File: src/rtl/uart_pkt_dispatch.sv
// ---------------------------------------------------------------------------
// uart_pkt_dispatch
//
// Packs bytes from the UART receiver into 32-bit words, first byte in the MSB.
// The first word of each packet is a header. Its bitwise inverse selects the
// packet type:
//   - all zero                     : launch packet
//   - a single one at bit 8+i      : DC channel i packet
//   - anything else                : bad header (o_pkt_err, stay in HDR)
// Every body word after the header is emitted as an indexed register write.
// A stall in the middle of a packet or of a word aborts the packet and
// resynchronises to a header.
//
// Ports
//   i_clk        system clock
//   i_rst        synchronous active-high reset
//   i_rx_data    received byte, valid while i_rx_valid is high
//   i_rx_valid   one-cycle strobe per received byte
//   o_wr_en      one-cycle write strobe
//   o_wr_dc_sel  one-hot DC channel target (zero for launch writes)
//   o_wr_launch  target is the launch register file
//   o_wr_addr    word index within the packet, 0-based
//   o_wr_data    assembled body word
//   o_pkt_done   pulse coincident with the last body write
//   o_pkt_err    pulse on bad header or timeout
// ---------------------------------------------------------------------------
module uart_pkt_dispatch #(
  parameter int DAC_CHANNEL    = 4,
  parameter int DC_REGS        = 8,
  parameter int LAUNCH_REGS    = 4,
  parameter int TIMEOUT_CYCLES = 8192,
  localparam int MAX_REGS = (DC_REGS > LAUNCH_REGS) ? DC_REGS : LAUNCH_REGS,
  localparam int AW       = (MAX_REGS > 1) ? $clog2(MAX_REGS) : 1
) (
  input  logic                   i_clk,
  input  logic                   i_rst,
  input  logic [7:0]             i_rx_data,
  input  logic                   i_rx_valid,
  output logic                   o_wr_en,
  output logic [DAC_CHANNEL-1:0] o_wr_dc_sel,
  output logic                   o_wr_launch,
  output logic [AW-1:0]          o_wr_addr,
  output logic [31:0]            o_wr_data,
  output logic                   o_pkt_done,
  output logic                   o_pkt_err
);

  localparam int TW = (TIMEOUT_CYCLES > 1) ? $clog2(TIMEOUT_CYCLES) : 1;

  typedef enum logic [1:0] {
    HDR,
    DC_BODY,
    LAUNCH_BODY
  } state_t;

  state_t                 state;
  state_t                 state_next;
  // Only the three most recent bytes need storing; the fourth byte is taken
  // straight from i_rx_data when a word completes.
  logic [23:0]            sh;
  logic [1:0]             byte_cnt;
  logic [AW-1:0]          word_cnt;
  logic [TW-1:0]          tmo_cnt;
  logic [DAC_CHANNEL-1:0] sel;

  logic [31:0]            word;
  logic [31:0]            inv;
  logic                   word_complete;
  logic                   tmo_active;
  logic                   tmo_hit;
  logic                   hdr_launch;
  logic                   hdr_dc;
  logic [DAC_CHANNEL-1:0] hdr_sel;
  logic                   last_word;

  logic                   wr_en_nx;
  logic                   done_nx;
  logic                   err_nx;

  assign word          = {sh, i_rx_data};
  assign inv           = ~word;
  assign word_complete = i_rx_valid && (byte_cnt == 2'd3);
  assign tmo_active    = (state != HDR) || (byte_cnt != 2'd0);
  // A byte arriving on the timeout cycle takes priority and restarts the count.
  assign tmo_hit       = tmo_active && !i_rx_valid &&
                         (tmo_cnt == TW'(TIMEOUT_CYCLES - 1));
  assign hdr_launch    = (inv == 32'd0);
  assign last_word     = ((state == DC_BODY)     && (word_cnt == AW'(DC_REGS - 1))) ||
                         ((state == LAUNCH_BODY) && (word_cnt == AW'(LAUNCH_REGS - 1)));

  // Header decode: the inverted header must be exactly one-hot at bit 8+i.
  always_comb begin
    hdr_dc  = 1'b0;
    hdr_sel = '0;
    for (int i = 0; i < DAC_CHANNEL; i++) begin
      if (inv == (32'd1 << (8 + i))) begin
        hdr_dc     = 1'b1;
        hdr_sel[i] = 1'b1;
      end
    end
  end

  // State register
  always_ff @(posedge i_clk) begin
    if (i_rst) begin
      state <= HDR;
    end else begin
      state <= state_next;
    end
  end

  // Next-state logic
  always_comb begin
    state_next = state;
    if (tmo_hit) begin
      state_next = HDR;
    end else if (word_complete) begin
      case (state)
        HDR: begin
          if (hdr_launch) begin
            state_next = LAUNCH_BODY;
          end else if (hdr_dc) begin
            state_next = DC_BODY;
          end
        end
        DC_BODY, LAUNCH_BODY: begin
          if (last_word) begin
            state_next = HDR;
          end
        end
        default: state_next = HDR;
      endcase
    end
  end

  // Output decode: the values the output strobes take after this clock edge
  always_comb begin
    wr_en_nx = word_complete && (state != HDR);
    done_nx  = wr_en_nx && last_word;
    err_nx   = tmo_hit ||
               (word_complete && (state == HDR) && !hdr_launch && !hdr_dc);
  end

  // Datapath: byte assembly, word/timeout counters, latched target and the
  // registered write port. Address, data and target hold between strobes.
  always_ff @(posedge i_clk) begin
    if (i_rst) begin
      sh          <= '0;
      byte_cnt    <= '0;
      word_cnt    <= '0;
      tmo_cnt     <= '0;
      sel         <= '0;
      o_wr_en     <= 1'b0;
      o_wr_dc_sel <= '0;
      o_wr_launch <= 1'b0;
      o_wr_addr   <= '0;
      o_wr_data   <= '0;
      o_pkt_done  <= 1'b0;
      o_pkt_err   <= 1'b0;
    end else begin
      o_wr_en    <= wr_en_nx;
      o_pkt_done <= done_nx;
      o_pkt_err  <= err_nx;

      if (tmo_hit) begin
        sh       <= '0;
        byte_cnt <= '0;
        word_cnt <= '0;
        tmo_cnt  <= '0;
      end else begin
        if (i_rx_valid) begin
          sh       <= word[23:0];
          byte_cnt <= byte_cnt + 2'd1;
          tmo_cnt  <= '0;
        end else if (tmo_active) begin
          tmo_cnt <= tmo_cnt + TW'(1);
        end else begin
          tmo_cnt <= '0;
        end

        if (wr_en_nx) begin
          word_cnt <= last_word ? '0 : word_cnt + AW'(1);
        end
      end

      if (word_complete && (state == HDR) && hdr_dc) begin
        sel <= hdr_sel;
      end

      if (wr_en_nx) begin
        o_wr_addr   <= word_cnt;
        o_wr_data   <= word;
        o_wr_dc_sel <= (state == DC_BODY) ? sel : '0;
        o_wr_launch <= (state == LAUNCH_BODY);
      end
    end
  end

endmodule

File: config.mk
export PLATFORM = sky130hd
export DESIGN_NAME = uart_pkt_dispatch
export DESIGN_NICKNAME = d
export VERILOG_FILES = /design/src/rtl/uart_pkt_dispatch.sv
export SDC_FILE = /design/constraint.sdc
export NUM_CORES = 1
export LEC_CHECK = 0
export CAP_MARGIN = 0
export CELL_PAD_IN_SITES_DETAIL_PLACEMENT = 1
export CELL_PAD_IN_SITES_GLOBAL_PLACEMENT = 2
export CORE_MARGIN = 3
export CORE_UTILIZATION = 35
export DETAILED_ROUTE_END_ITERATION = 10
export PLACE_DENSITY = 0.87
export REMOVE_ABC_BUFFERS = 1
export SETUP_SLACK_MARGIN = 0.4
export SYNTH_ARGS = -nofsm -noshare
export SYNTH_HDL_FRONTEND = slang
export SYNTH_SLANG_ARGS = --single-unit
File: constraint.sdc
create_clock -name i_clk -period 3.35 [get_ports i_clk]
set_input_delay 0.67 -clock i_clk [delete_from_list [all_inputs] [get_ports i_clk]]
set_output_delay 0.67 -clock i_clk [all_outputs]
set_load 0.02 [all_outputs]
==> results.json, run 1 <==
{
  "rsz0062_at_grt": "no",
  "max-cap-violations": 0,
  "crit_required_ns": 3.66,
  "tightest_slew_ns": 0.515,
  "yosysWarnings": 0,
  "nets": 482,
  "synth_top_family_by_area": "simple AND/OR/NAND/NOR gates",
  "peakVddDrop_mv": 0.248,
  "cp-start-kind": "primary input",
  "max_slew_margin": 0.657,
  "drv_slew": 0,
  "netlist_instances": 416,
  "post_cts_buffers": 0,
  "ys_ff_latch": 91,
  "grt_start_max_net_pins": 50,
  "final_common_cell": "dfxtp_1",
  "status": "complete, no violations",
  "fin_worst_skew_ns": 0.0143,
  "core_um2": 9910,
  "viasPerCell": 4.97,
  "numCtsBuffers": 9,
  "n_antenna_cell": 0,
  "reg2reg_from": "state[0]$_SDFFE_PP0P_",
  "finalHoldViolCount": 0,
  "gp_congestion": 0.800,
  "postCtsHoldBufs": 0,
  "crit_fanout": 3,
  "drtIter0Drc": 124,
  "fp.dieW_um": 108,
  "die_h_um": 108,
  "drive_above_1_share": 0.0642,
  "period_needed_ns": 2.23,
  "synth-main-ff-cell": "dfxtp_1",
  "port_buffers": 53,
  "hp-class": "flop to flop",
  "leakagePower_uw": 0.00156,
  "clk_pin_slew_ns": 0.09,
  "async_reset_ff_frac": 0,
  "grt_usage": 0.164,
  "r2r_cells": 7,
  "post-route-period-util": 0.666,
  "synth-edff-count": 0,
  "drt_wl_total_um": 8820,
  "io_pins": 54,
  "fin_util": 0.457,
  "critPathCapture": "state[0]$_SDFFE_PP0P_",
  "final.setup.tns_ns": 0,
  "cp-startpoint": "i_rx_data[6]",
  "fill_cells": 1186,
  "initial_utilization": 0.365,
  "yosys.area_share.simple": 0.220,
  "cts_tree": "done",
  "synth_area_per_cell_um2": 8.69,
  "ff_latch_area_um2": 1820,
  "worstPathArrival_ns": 2.54,
  "end_kind": "flop",
  "multi_input_comb_area_um2": 1660,
  "grt_pass1_wl_um": 15000,
  "r2r-end": "sh[3]$_SDFFE_PP0P_",
  "num_vias": 2980,
  "cts-htree-levels": 3,
  "cts_resized": 0,
  "gr-total-overflow": 0,
  "max_freq_ghz": 0.448,
  "dr.pass1.iters": 4,
  "antenna_found_initial": 0,
  "detailedPlace.worstSlack_ns": 0.774,
  "critPathKind": "primary input to flop",
  "layout_common_cells": "dfxtp_1, nand2_1, clkdlybuf4s50_1",
  "drc_errors": 0,
  "ys_seq_area_frac": 0.504,
  "clock_sinks": 91,
  "die-area_um2": 11600,
  "synth_compound_area_frac": 0.0993,
  "setup_ws_ns": 1.12,
  "ys_types": 42,
  "avgRoutedWirePerCell_um": 14.7,
  "fp-row-count": 36,
  "setup_viol": 0,
  "synth-adder-area-share": 0.0339,
  "area.growth.synth_to_final_pct": 25.2,
  "first_global_vias": 3003,
  "drtAntennaViolNets": 0,
  "power_density_nw_per_um2": 481,
  "synth_xor_area_frac": 0.0315,
  "ff2ff_setup_slack_ns": 1.41,
  "hpwl_um": 6150,
  "synth_mux_area_frac": 0.0723,
  "clock_latency_ns": 0.37,
  "netlist_area_um2": 3620,
  "cts_buffer_depth": 2,
  "clockRootBuffer": "clkbuf_8"
}
## routing by layer
layer  vias up  GRT usage  routed length (um)
li1       1501          -                   -
met1      1417      0.209                4100
met2        51      0.268                4230
met3        11     0.0528                 390
met4         0     0.0397                 100
met5         -          0                   0
## synth_stat cells, types with 7 or more instances
library cell | count | area, um^2
xnor2_1 | 11 | 96.3
dfxtp_1 | 91 | 1820
ha_1 | 9 | 113
mux2i_1 | 25 | 250
nor3_1 | 7 | 35.0
inv_1 | 10 | 37.5
clkbuf_1 | 16 | 60.1
nand4_1 | 10 | 62.6
nor2_1 | 48 | 180
a21oi_1 | 47 | 235
nand3_1 | 13 | 65.1
nand2_1 | 83 | 312
## worst min-delay path by stage
stage	depth (start not counted)	start	endpoint
floorplan	1	tmo_cnt[0]$_SDFF_PP0_	tmo_cnt[0]$_SDFF_PP0_
global placement	2	o_wr_dc_sel[3]$_SDFFE_PP0P_	o_wr_dc_sel[3]$_SDFFE_PP0P_
detailed placement	2	o_wr_data[14]$_SDFFE_PP0P_	o_wr_data[14]$_SDFFE_PP0P_
CTS	2	o_wr_data[0]$_SDFFE_PP0P_	o_wr_data[0]$_SDFFE_PP0P_
global route	2	o_wr_data[0]$_SDFFE_PP0P_	o_wr_data[0]$_SDFFE_PP0P_
finish	2	o_wr_data[0]$_SDFFE_PP0P_	o_wr_data[0]$_SDFFE_PP0P_
## kinds of logic after synthesis
family	Yosys count
and+or+nand+nor	180
buffers and inverters	34
DFF	91
xor gates and xnor gates	13
AOI/OAI and AO/OA	62
adders and majority gates	10
muxes	26
## layout make-up
| class | instances | share of cell area |
|---|---|---|
| Sequential cell | 91 | 0.403 |
| Multi-Input combinational cell | 291 | 0.367 |
| Timing Repair Buffer | 59 | 0.126 |
| Tap cell | 133 | 0.0368 |
| Clock inverter | 7 | 0.0323 |
| Clock buffer | 9 | 0.0274 |
| Inverter | 10 | 0.00829 |
## where the power goes
part | internal (uW) | leakage (uW) | switching (uW)
clock | 577 | 0.000134 | 403
combinational | 35.6 | 0.000692 | 47.1
sequential | 1090 | 0.000736 | 19.6
## state kept, by name, summed over array words and instances (netlist names)
signal / cells
sel: 4
state: 2
o_wr_launch: 1
word_cnt: 3
byte_cnt: 2
o_wr_en: 1
o_pkt_done: 1
o_wr_data: 32
o_wr_addr: 3
o_pkt_err: 1
tmo_cnt: 13
o_wr_dc_sel: 4
sh: 24
## worst max-delay path: stages
cell and delay (ns):
clkdlybuf4s50_1 0.52, nand4_1 0.20, or4_4 0.60, nor4b_2 0.34
o2111a_1 0.20
## through the flow
stage,hold WS (ns),std cells,instance area [um^2],total power [uW]
2_1_floorplan,0.430,392,3510,1170
3_3_place_gp,0.439,584,4260,1220
3_5_place_dp,0.449,584,4260,1220
4_1_cts,0.462,600,4530,2210
5_1_grt,0.480,600,4530,2270
6_report,0.458,600,4530,2180
Note: power is estimated with default switching activity, not from simulation.
==> run 2, diff against run 1 <==
--- a/config.mk
+++ b/config.mk
@@ -9,9 +9,9 @@
 export CELL_PAD_IN_SITES_DETAIL_PLACEMENT = 1
 export CELL_PAD_IN_SITES_GLOBAL_PLACEMENT = 2
 export CORE_MARGIN = 3
-export CORE_UTILIZATION = 35
+export CORE_UTILIZATION = 32
 export DETAILED_ROUTE_END_ITERATION = 10
-export PLACE_DENSITY = 0.87
+export PLACE_DENSITY = 0.81
 export REMOVE_ABC_BUFFERS = 1
 export SETUP_SLACK_MARGIN = 0.4
 export SYNTH_ARGS = -nofsm -noshare
==> constraint.sdc (replaced) <==
create_clock -name i_clk -period 2.3 [get_ports i_clk]
set_input_delay 0.46 -clock i_clk [delete_from_list [all_inputs] [get_ports i_clk]]
set_output_delay 0.46 -clock i_clk [all_outputs]
set_load 0.02 [all_outputs]
==> results.json, run 2 (synthesis gave the netlist of run 1 again) <==
{
  "status": "complete, no violations",
  "crit_required_ns": 2.54,
  "clk_pin_slew_ns": 0.06,
  "rsz0062_at_grt": "no",
  "wl_met2_um": 4370,
  "io_pins": 54,
  "grt_start_max_net_pins": 26,
  "ff2ff_setup_slack_ns": 0.50,
  "fill_cells": 1306,
  "antenna_found_initial": 0,
  "gr-total-overflow": 0,
  "met1_length_um": 4340,
  "fin_worst_skew_ns": 0.00500,
  "detailedPlace.worstSlack_ns": -0.0211,
  "final_cells": 617,
  "regMostFlops": "o_wr_data",
  "die_h_um": 112,
  "initial_utilization": 0.331,
  "clock_latency_ns": 0.35,
  "critPathKind": "flop to flop",
  "hold_end": "o_wr_data[4]$_SDFFE_PP0P_",
  "min_path_cells": 3,
  "grt_usage": 0.151,
  "dp_cells": 599,
  "drc_errors": 0,
  "postCtsHoldBufs": 0,
  "hpwl_um": 6460,
  "multi_input_comb_area_um2": 1690,
  "gp_congestion": 0.761,
  "end_kind": "flop",
  "period_needed_ns": 1.80,
  "fp.dieW_um": 112,
  "first_global_vias": 3080,
  "setup_ws_ns": 0.495,
  "avgRoutedWirePerCell_um": 14.9,
  "peakVddDrop_mv": 0.602,
  "fin_util": 0.432,
  "grt_pass1_wl_um": 15300,
  "cts_buffer_depth": 2,
  "topRoutingLayerUsed": "met4",
  "crit_fanout": 24,
  "top_regs": "o_wr_data x32, sh x24, tmo_cnt x13",
  "post-route-period-util": 0.785,
  "n_antenna_cell": 0,
  "max_freq_ghz": 0.554,
  "cts-htree-levels": 3,
  "hold_start": "i_rx_data[4]",
  "ff_latch_area_um2": 1820,
  "reg2reg_from": "tmo_cnt[0]$_SDFF_PP0_",
  "cpPeakStageDelay_ns": 0.40,
  "drv_slew": 0,
  "numCtsBuffers": 9,
  "setup_viol": 0,
  "cp-start-kind": "flop",
  "r2r_cells": 6,
  "layout_common_cells": "dfxtp_1, nand2_1, nor2_1",
  "die-area_um2": 12600,
  "area.growth.synth_to_final_pct": 30.7,
  "finalHoldViolCount": 0,
  "holdWs_ns": 0.417,
  "port_buffers": 53,
  "clockRootBuffer": "clkbuf_16",
  "drtIter0Drc": 107,
  "worstPathArrival_ns": 2.04,
  "clock_sinks": 91,
  "viasPerCell": 4.91,
  "tightest_slew_ns": 0.528,
  "worstPathCellList": "ha_1 -> nand4_1 -> or2_2 -> o21ai_2 -> buf_12 -> nor2_1",
  "fp-row-count": 38,
  "drtAntennaViolNets": 0,
  "hp-class": "primary input to flop",
  "max_slew_margin": 0.645,
  "crit_slowest_cell": "or2_2",
  "routed-wl-met3_um": 364,
  "nets": 492,
  "cts_tree": "done",
  "drt_wl_total_um": 9200,
  "core_um2": 10900,
  "dr.pass1.iters": 4,
  "leakagePower_uw": 0.00171,
  "final_common_cell": "dfxtp_1",
  "max-cap-violations": 0,
  "power_density_nw_per_um2": 694,
  "num_vias": 3032,
  "drive_above_1_share": 0.0922,
  "largest_register_ffs": 32,
  "r2r-end": "sh[12]$_SDFFE_PP0P_"
}
==> run 2: cell count changes in the layout (fill, tap and decap cells not counted), moves of 4 or more <==
| cell | previous run | this run |
|---|---|---|
| clkbuf_16 | 0 | 9 |
| clkdlybuf4s50_1 | 52 | 43 |
| buf_4 | 6 | 13 |
| clkbuf_8 | 9 | 3 |
| dlymetal6s2s_1 | 0 | 5 |
| dlygate4sd2_1 | 0 | 4 |
==> run 2: what timing repair did <==
action,4_1_cts,5_1_grt
setup buffers,0,2
gates cloned,0,0
endpoints found under the setup margin,5,48
pin swaps,2,8
resized for setup,5,9
==> run 2: stage by stage <==
stage                     setup TNS (ns)  power (uW)  instance area [um^2]
after global placement           -0.0220        1790                  4360
final                                  0        3280                  4730
after global routing                   0        3420                  4730
after floorplan                    -1.20        1710                  3510
after CTS                              0        3320                  4680
after detailed placement         -0.0398        1790                  4360
==> run 2: worst max-delay path by stage <==
| stage | start | endpoint | depth (start not counted) |
|---|---|---|---|
| after floorplan | tmo_cnt[0]$_SDFF_PP0_ | byte_cnt[0]$_SDFFE_PP0P_ | 5 |
| after global placement | i_rx_data[6] | state[0]$_SDFFE_PP0P_ | 5 |
| after detailed placement | i_rx_data[6] | state[1]$_SDFFE_PP0P_ | 5 |
| after CTS | state[0]$_SDFFE_PP0P_ | sh[1]$_SDFFE_PP0P_ | 7 |
| after global routing | tmo_cnt[0]$_SDFF_PP0_ | sh[18]$_SDFFE_PP0P_ | 6 |
| final | tmo_cnt[0]$_SDFF_PP0_ | sh[12]$_SDFFE_PP0P_ | 6 |
==> run 2: worst max-delay path: cells and delay by family, from the launching register on <==
kind | cells | cell delay (ns)
DFF | 1 | 0.37
AOI/OAI and AO/OA | 1 | 0.23
and+or+nand+nor | 3 | 0.66
adders and majority gates | 1 | 0.22
buffers and inverters | 1 | 0.20
==> run 2: area by class of cell <==
type | instances | share of cell area
multi-input cells | 291 | 0.357
well taps | 140 | 0.0371
clock inverters | 4 | 0.0101
flip-flops and latches | 91 | 0.385
clock buffers | 12 | 0.0564
repair buffers | 69 | 0.146
inverters | 10 | 0.00794
==> run 2: power by group <==
group / switching [uW] / leakage (uW) / internal, uW
Combinational: 74.1 / 0.000820 / 56.5
Clock: 598 / 0.000155 / 926
Sequential: 27.6 / 0.000736 / 1600
Total: 699 / 0.00171 / 2580
==> run 2: metal layers <==
layer / global-route usage / up-vias
met5: 0 / -
met4: 0.0433 / 0
met3: 0.0491 / 9
met2: 0.247 / 41
met1: 0.193 / 1461
li1: - / 1521
==> run 3, diff against run 2 <==
==> constraint.sdc (replaced) <==
create_clock -name i_clk -period 1.8 [get_ports i_clk]
set_input_delay 0.36 -clock i_clk [delete_from_list [all_inputs] [get_ports i_clk]]
set_output_delay 0.36 -clock i_clk [all_outputs]
set_load 0.02 [all_outputs]
==> results.json, run 3 (synthesis gave the netlist of run 1 again) <==
{
  "status": "complete, no violations",
  "post-route-period-util": 0.977,
  "dr.pass1.iters": 4,
  "clock_sinks": 91,
  "antenna_found_initial": 0,
  "io_pins": 54,
  "hp-class": "primary input to flop",
  "avgRoutedWirePerCell_um": 19.7,
  "hold_start": "i_rst",
  "peakVddDrop_mv": 0.513,
  "fill_cells": 1166,
  "cp_top_family": "buffers and inverters",
  "top_regs": "o_wr_data x32, sh x24, tmo_cnt x13",
  "detailedPlace.worstSlack_ns": -0.468,
  "r2r_cells": 10,
  "fin_worst_skew_ns": 0.0105,
  "port_buffers": 53,
  "die-area_um2": 12600,
  "crit_slowest_cell": "dfxtp_2",
  "end_kind": "flop",
  "crit_top_cell": "buf_6",
  "fp-row-count": 38,
  "cp-start-kind": "flop",
  "finalHoldViolCount": 0,
  "hpwl_um": 6480,
  "final_common_cell": "dfxtp_1",
  "drc_errors": 0,
  "viasPerCell": 5.14,
  "drt_wl_total_um": 13300,
  "initial_utilization": 0.331,
  "gr-total-overflow": 0,
  "core_um2": 10900,
  "critPathKind": "flop to flop",
  "nets": 548,
  "rsz0062_at_grt": "yes",
  "die_h_um": 112,
  "period_needed_ns": 1.76,
  "clockRootBuffer": "clkbuf_16",
  "fp.dieW_um": 112,
  "max-cap-violations": 0,
  "worstPathArrival_ns": 1.97,
  "first_global_vias": 3626,
  "worstPathCellList": "inv_4 -> ha_4 -> a21oi_4 -> nand3_2 -> buf_6 -> o21ai_4 -> buf_6 -> buf_12 -> buf_16 -> nor2_4",
  "crit_required_ns": 2.01,
  "reg2reg_from": "state[1]$_SDFFE_PP0P_",
  "min_path_cells": 2,
  "max_slew_margin": 0.685,
  "drtAntennaViolNets": 0,
  "max_freq_ghz": 0.569,
  "cts_buffer_depth": 2,
  "drive_above_1_share": 0.477,
  "crit_fanout": 6,
  "setup_viol": 0,
  "grt_pass1_wl_um": 19000,
  "n_antenna_cell": 0,
  "regMostFlops": "o_wr_data",
  "layout_common_cells": "dfxtp_1, nand2_1, a21oi_2",
  "holdWs_ns": 0.371,
  "tightest_slew_ns": 0.473,
  "cp-startpoint": "state[1]$_SDFFE_PP0P_",
  "hold_end": "o_pkt_err$_SDFF_PP0_",
  "cts-htree-levels": 3,
  "grt_start_max_net_pins": 27,
  "critPathBufInv": 5,
  "numCtsBuffers": 9,
  "leakagePower_uw": 0.00256,
  "area.growth.synth_to_final_pct": 71.6,
  "fin_util": 0.567,
  "drv_slew": 0,
  "largest_register_ffs": 32,
  "total_power_uw": 4520,
  "gp_congestion": 0.784,
  "num_vias": 3456,
  "grt_usage": 0.187,
  "r2r-end": "sh[2]$_SDFFE_PP0P_",
  "clock_latency_ns": 0.34,
  "setup_ws_ns": 0.0418,
  "cpPeakStageDelay_ns": 0.37,
  "power_density_nw_per_um2": 729,
  "cts_tree": "done",
  "ff2ff_setup_slack_ns": 0.04,
  "drtIter0Drc": 144,
  "clk_pin_slew_ns": 0.07
}
==> run 3: worst max path at each step <==
stage | slack (ns) | endpoint | cells past startpoint
6_report | 0.04 | sh[2]$_SDFFE_PP0P_ | 10
5_1_grt | -0.004 | sh[20]$_SDFFE_PP0P_ | 10
4_1_cts | 0.14 | sh[20]$_SDFFE_PP0P_ | 10
3_5_place_dp | -0.47 | state[0]$_SDFFE_PP0P_ | 5
2_1_floorplan | -0.54 | byte_cnt[0]$_SDFFE_PP0P_ | 5
3_3_place_gp | -0.42 | state[0]$_SDFFE_PP0P_ | 5
==> run 3: final cells by class <==
cell class	instances	area [um^2]	area share
Clock buffer	11	253	0.0407
Clock inverter	5	75.1	0.0121
Tap cell	140	175	0.0282
Sequential cell	91	1840	0.297
Multi-Input combinational cell	291	2430	0.392
Timing Repair Buffer	125	1390	0.223
Inverter	10	40.0	0.00645
==> run 3: report_power, final <==
part,switching (uW),internal (uW)
combinational,185,153
clock,815,1290
sequential,38.2,2040
==> run 3: metrics by stage <==
step                      instances  TNS [ns]  area [um^2]
after floorplan                 392    -34.38         3510
after global placement          610     -9.47         4440
after detailed placement        610    -10.02         4440
after CTS                       660         0         5410
after global routing            673  -0.00562         6200
final                           673         0         6200
==> run 3: repair_timing <==
item,in CTS,in global routing
pin swaps,44,73
resized for setup,138,187
setup buffers,26,9
hold buffers,0,0
gates cloned,8,4
endpoints found under the setup margin,133,107
==> run 3: layer usage <==
metal	vias up	GRT usage	routed length [um]
met5	-	0	0
met1	1741	0.237	5690
met3	14	0.0367	369
li1	1636	-	-
met4	0	0.0633	190
met2	65	0.319	7050
==> run 3: worst reg2reg max path, delay by kind of cell (launching register included) <==
| family | cells | cell delay [ns] |
|---|---|---|
| DFF | 1 | 0.37 |
| adders and majority gates | 1 | 0.17 |
| AOI/OAI and AO/OA | 2 | 0.36 |
| buffers and inverters | 5 | 0.58 |
| and+or+nand+nor | 2 | 0.16 |
